[src/rtl/fetch_stage_pkg.sv]
// -----------------------------------------------------------------------------
// fetch_stage_pkg
//   Shared processor definitions used by every pipeline stage: machine word
//   width, instruction width, the bubble encoding and the fetch-alignment
//   helper used when a redirect address comes back from EX.
// -----------------------------------------------------------------------------
package fetch_stage_pkg;

  localparam int unsigned XLEN = 64;
  localparam int unsigned ILEN = 32;

  // addi x0,x0,0 -- architecturally a no-op, used to fill squashed slots
  localparam logic [ILEN-1:0] NOP_INSTR = 32'h0000_0013;

  // Instruction fetch is 4-byte aligned; the low two address bits are dropped
  localparam logic [XLEN-1:0] FETCH_ALIGN_MASK = ~64'h0000_0000_0000_0003;

  typedef logic [XLEN-1:0] xlen_t;
  typedef logic [ILEN-1:0] ilen_t;

  // Force a redirect address onto a word boundary
  function automatic xlen_t align_fetch(input xlen_t target);
    return target & FETCH_ALIGN_MASK;
  endfunction

endpackage : fetch_stage_pkg

[src/rtl/if_id_reg.sv]
// -----------------------------------------------------------------------------
// if_id_reg
//   IF/ID pipeline register. Squash (flush) wins over hold (stall); otherwise
//   the fetched word and its PC are captured and marked valid.
// Ports:
//   clk, reset (async, active-low)
//   stall, flush          hazard controls
//   pc_in, instr_in       PC and instruction word from the fetch side
//   if_id_pc, if_id_instruction, if_id_valid   registered IF/ID contents
// -----------------------------------------------------------------------------
module if_id_reg
  import fetch_stage_pkg::*;
#(
  parameter logic [ILEN-1:0] BUBBLE_INSTR = fetch_stage_pkg::NOP_INSTR
) (
  input  logic            clk,
  input  logic            reset,
  input  logic            stall,
  input  logic            flush,
  input  logic [XLEN-1:0] pc_in,
  input  logic [ILEN-1:0] instr_in,
  output logic [XLEN-1:0] if_id_pc,
  output logic [ILEN-1:0] if_id_instruction,
  output logic            if_id_valid
);

  // IF/ID register: flush -> bubble, stall -> hold, else capture fetch
  always_ff @(posedge clk or negedge reset) begin
    if (!reset) begin
      if_id_pc          <= 64'h0;
      if_id_instruction <= BUBBLE_INSTR;
      if_id_valid       <= 1'b0;
    end else if (flush) begin
      if_id_pc          <= 64'h0;
      if_id_instruction <= BUBBLE_INSTR;
      if_id_valid       <= 1'b0;
    end else if (stall) begin
      if_id_pc          <= if_id_pc;
      if_id_instruction <= if_id_instruction;
      if_id_valid       <= if_id_valid;
    end else begin
      if_id_pc          <= pc_in;
      if_id_instruction <= instr_in;
      if_id_valid       <= 1'b1;
    end
  end

endmodule : if_id_reg

[src/rtl/fetch_stage.sv]
// -----------------------------------------------------------------------------
// fetch_stage
//   Instruction-fetch stage: PC register, next-PC selection, IF/ID register
//   and fetch/flush event counters.
// Ports:
//   clk, reset (async, active-low)
//   stall          hold PC and IF/ID
//   flush          squash IF/ID into a bubble
//   pc_src         redirect PC to branch_target (beats stall)
//   branch_target  redirect address from EX
//   imem_rdata     combinational instruction memory read data
//   imem_addr      instruction memory address (= PC)
//   pc_out         current PC
//   if_id_pc, if_id_instruction, if_id_valid   IF/ID contents
//   fetch_count    instructions accepted into IF/ID (wrapping)
//   flush_count    edges with flush applied (wrapping)
// -----------------------------------------------------------------------------
module fetch_stage
  import fetch_stage_pkg::*;
#(
  parameter logic [XLEN-1:0] RESET_PC  = 64'h0,
  parameter logic [ILEN-1:0] NOP_INSTR = fetch_stage_pkg::NOP_INSTR
) (
  input  logic            clk,
  input  logic            reset,
  input  logic            stall,
  input  logic            flush,
  input  logic            pc_src,
  input  logic [XLEN-1:0] branch_target,
  input  logic [ILEN-1:0] imem_rdata,
  output logic [XLEN-1:0] imem_addr,
  output logic [XLEN-1:0] pc_out,
  output logic [XLEN-1:0] if_id_pc,
  output logic [ILEN-1:0] if_id_instruction,
  output logic            if_id_valid,
  output logic [31:0]     fetch_count,
  output logic [31:0]     flush_count
);

  xlen_t       pc_r;
  xlen_t       next_pc_s;
  logic        fetch_accept_s;
  logic [31:0] fetch_count_r;
  logic [31:0] flush_count_r;

  // Next-PC select: redirect beats stall beats sequential. The if/else form
  // keeps an unknown branch_target out of the PC while pc_src is low.
  always_comb begin
    next_pc_s = pc_r + 64'd4;
    if (pc_src) begin
      next_pc_s = align_fetch(branch_target);
    end else if (stall) begin
      next_pc_s = pc_r;
    end else begin
      next_pc_s = pc_r + 64'd4;
    end
  end

  // IF/ID takes a real instruction only when neither squashed nor held
  always_comb begin
    fetch_accept_s = 1'b0;
    if (flush) begin
      fetch_accept_s = 1'b0;
    end else if (stall) begin
      fetch_accept_s = 1'b0;
    end else begin
      fetch_accept_s = 1'b1;
    end
  end

  // PC register
  always_ff @(posedge clk or negedge reset) begin
    if (!reset) begin
      pc_r <= RESET_PC;
    end else begin
      pc_r <= next_pc_s;
    end
  end

  // Event counters, both wrap naturally at 2^32
  always_ff @(posedge clk or negedge reset) begin
    if (!reset) begin
      fetch_count_r <= 32'h0;
      flush_count_r <= 32'h0;
    end else begin
      if (fetch_accept_s) begin
        fetch_count_r <= fetch_count_r + 32'd1;
      end else begin
        fetch_count_r <= fetch_count_r;
      end
      if (flush) begin
        flush_count_r <= flush_count_r + 32'd1;
      end else begin
        flush_count_r <= flush_count_r;
      end
    end
  end

  if_id_reg #(
    .BUBBLE_INSTR (NOP_INSTR)
  ) u_if_id_reg (
    .clk               (clk),
    .reset             (reset),
    .stall             (stall),
    .flush             (flush),
    .pc_in             (pc_r),
    .instr_in          (imem_rdata),
    .if_id_pc          (if_id_pc),
    .if_id_instruction (if_id_instruction),
    .if_id_valid       (if_id_valid)
  );

  assign imem_addr   = pc_r;
  assign pc_out      = pc_r;
  assign fetch_count = fetch_count_r;
  assign flush_count = flush_count_r;

endmodule : fetch_stage
[config.mk]
export PLATFORM = sky130hd
export DESIGN_NAME = fetch_stage
export DESIGN_NICKNAME = d
export VERILOG_FILES = /design/src/rtl/fetch_stage_pkg.sv /design/src/rtl/if_id_reg.sv /design/src/rtl/fetch_stage.sv
export SDC_FILE = /design/constraint.sdc
export NUM_CORES = 1
export LEC_CHECK = 0
export CORE_ASPECT_RATIO = 0.6
export CORE_MARGIN = 2
export CORE_UTILIZATION = 60
export CTS_CLUSTER_DIAMETER = 40
export DETAILED_ROUTE_END_ITERATION = 7
export DONT_BUFFER_PORTS = 1
export MAX_ROUTING_LAYER = met4
export PLACE_DENSITY = 0.83
export SETUP_SLACK_MARGIN = 0.15
export SYNTH_ARGS = -nofsm -noshare
export SYNTH_HDL_FRONTEND = slang
export SYNTH_HIERARCHICAL = 1
export SYNTH_SLANG_ARGS = --single-unit
[constraint.sdc]
create_clock -name clk -period 2.5 [get_ports clk]
set_input_delay 0.25 -clock clk [delete_from_list [all_inputs] [get_ports clk]]
set_output_delay 0.25 -clock clk [all_outputs]
set_load 0.02 [all_outputs]
==> results.yml <==
sta:
  timing.final.max_slew_violations: 0
  grt_setup_unrepaired: "true"
  tightest_slew_ps: 759
  relSlewSlack_pct: 49.0
  whs_ps: -591
  worst_slack_ps: 196
  finalCritPeriodShare_pct: 92.2
  setup_viol: 0
  finalSetupTns_ps: 0
  clock_skew_ps: 15.1
  fmax_mhz: 434
  hold_viol_final: 223
  period_needed_ps: 2300
route:
  drt_iter0_markers: 1229
  dr.pass1.iters: 6
  ant_nets: 0
  wire_per_inst_um: 25.4
  totalWireLength_um: 38200
  vias: 9688
  routed_via_density: 6.45
  drc: 0
clock_tree:
  clock-root-buffer: "clkbuf_16"
  cts_max_path_buffers: 3
  cts_tree: "yes"
  cts_sinks: 223
  clock_latency_ps: 530
  cts_buffers: 27
  cts_hold_buf: 137
  cts_max_level: 1
  path_clk_slew_ps: 70
global_route:
  grt_max_degree: 224
  grt.overflow.total: 0
  grt_use_total_pct: 38.3
  antenna_found_initial: 0
  first_global_vias: 9625
  grt_pass1_wl_um: 57200
logic_synthesis:
  synthCells: 1098
  yosysSeqAreaShare_pct: 49.4
  synth_edf_count: 0
  ys.warnings.count: 6
  synth_top_cell_by_area: "dfrtp_1"
  synth_top_area_share_pct: 48.7
  synthFlopType: "dfrtp_1"
  synth_common_cells: "220 x dfrtp_1, 136 x nor2_1, 97 x mux2i_1, 95 x nand2_1, 72 x buf_4"
  async_reset_ff_share_pct: 100
  synth.most_common_cell: "dfrtp_1"
  synth_area_leaders: "dfrtp_1 49%, mux2i_1 8.6%, xnor2_1 4.8%, buf_4 4.8%, nor2_1 4.5%"
  synthesis.area_um2: 11300
  yosys_register_bits: 223
  avgSynthCellArea_um2: 10.3
  ys_types: 61
floorplan:
  placementRows: 38
  die_h_um: 110
  die_w_um: 181
  dieArea_um2: 20000
  core_um2: 18300
  io_pins: 390
  start_util_pct: 61.9
worst_setup_path:
  cp-end-kind: "flip-flop"
  cp-start-kind: "flip-flop"
  worstPathArrival_ps: 2700
  crit_required_ps: 2900
  r2r_setup_slack_ps: 200
  worst-setup-path-type: "reg2reg"
  cp_max_fo: 8
place:
  hpwl_um: 23400
  finalWeightedCongestion: 0.949
  dp_slack_ps: 226
  numPortBuffers: 0
layout:
  fill_cells: 1190
  finalNetCount: 1347
  area_growth_pct: 22.5
  multi_input_area_um2: 4940
  drive_above_1_share_pct: 13.5
  regArea_um2: 5590
power_and_ir_drop:
  irDropWorstVdd_uv: 772
  powerDensity_nw_per_um2: 729
  p_leak_nw: 6.24
worst_hold_path:
  hold_path_class: "in2async"
run_status:
  failed_checks: "negative hold slack"
  status: "finished with violations"
run:
  max_cap_viol_count: 0
[per-stage QoR]
stage / hold WS (ps) / total power [mW] / area, um2 / utilization [%] / std cells
after global routing: -612 / 10.4 / 13800 / 75.9 / 1502
final: -591 / 10.1 / 13900 / 75.9 / 1503
after global placement: -41.6 / 5.76 / 11500 / 62.9 / 1312
after CTS: -595 / 9.99 / 13800 / 75.6 / 1497
after detailed placement: -41.3 / 5.81 / 11500 / 62.9 / 1312
after floorplan: -45.6 / 5.57 / 11300 / - / 1103
[worst max-delay path: stages, from the launching register on]
cell and delay, ps:
dfrtp_1 620, nand2_1 330, nor3_1 670, nand4_1 250, xor2_1 200, o21ai_0 90
[sequential cells by signal, summed over array words and instances (netlist names)]
signal	flops
u_if_id_reg/if_id_valid	1
imem_addr	62
flush_count	32
u_if_id_reg/if_id_pc	64
u_if_id_reg/if_id_instruction	32
fetch_count	32
[path summary, 6_finish.rpt]
| check | startpoint | to | cells past startpoint |
|---|---|---|---|
| worst max-delay path | imem_addr[14] | imem_addr[22] | 5 |
| worst min-delay path | reset | u_if_id_reg/if_id_instruction[23] | 0 |
| worst max register to register | imem_addr[14] | imem_addr[22] | 5 |
| worst min register to register | fetch_count[31] | fetch_count[31] | 1 |
| max in group asynchronous | reset | imem_addr[39] | 0 |
| min in group clk | pc_src | imem_addr[44] | 2 |
[routing by layer]
layer / vias up / track usage [%] / part of all wire (%)
met5: - / - / 0
li1: 4081 / - / -
met1: 4790 / 48.5 / 38
met3: 109 / 12.8 / 12
met4: 0 / 10.6 / 2.6
met2: 708 / 59.7 / 47
[kinds of logic after synthesis]
logic type,after synthesis,synth area share (%)
simple gates,467,22.0
fa+ha+maj,3,0.332
xor+xnor,98,7.59
buf+inv,126,7.18
other cells,1,0.0332
flops,223,49.4
compound gates,80,4.54
mux,100,8.89
[layout by cell type (no fill, tap or decap), types with 15 or more instances in the layout]
cell,count
o21ai_0,36
buf_4,85
mux2i_1,97
nand3_1,49
and3_1,17
clkbuf_16,27
dfrtp_1,218
nand2_1,95
nor3_1,22
nor2_1,136
nor4_1,17
xnor2_1,62
dlygate4sd3_1,134
nand4_1,57
xor2_1,36
nor2b_1,15
[repair_timing]
item,CTS,global route
gates resized for setup,0,3
endpoints found under the hold margin,387,223
buffers inserted,0,5
endpoints found under the setup margin,0,8
[report_power, final]
part	internal, mW	total, mW	switching [mW]
sequential	3.91	4.55	0.648
clock	2.23	3.94	1.71
combinational	0.649	1.59	0.944
[cell type report]
cell class                      instances  share of cell area, %
Sequential cell                       223                   40.3
Multi-Input combinational cell        754                   35.7
Timing Repair Buffer                  223                   15.0
Clock buffer                           31                   5.20
Tap cell                              240                   2.17
Clock inverter                         17                   1.28
Inverter                               14                  0.379
Antenna cell                            1                 0.0181
Note: power is estimated with default switching activity, not from simulation.
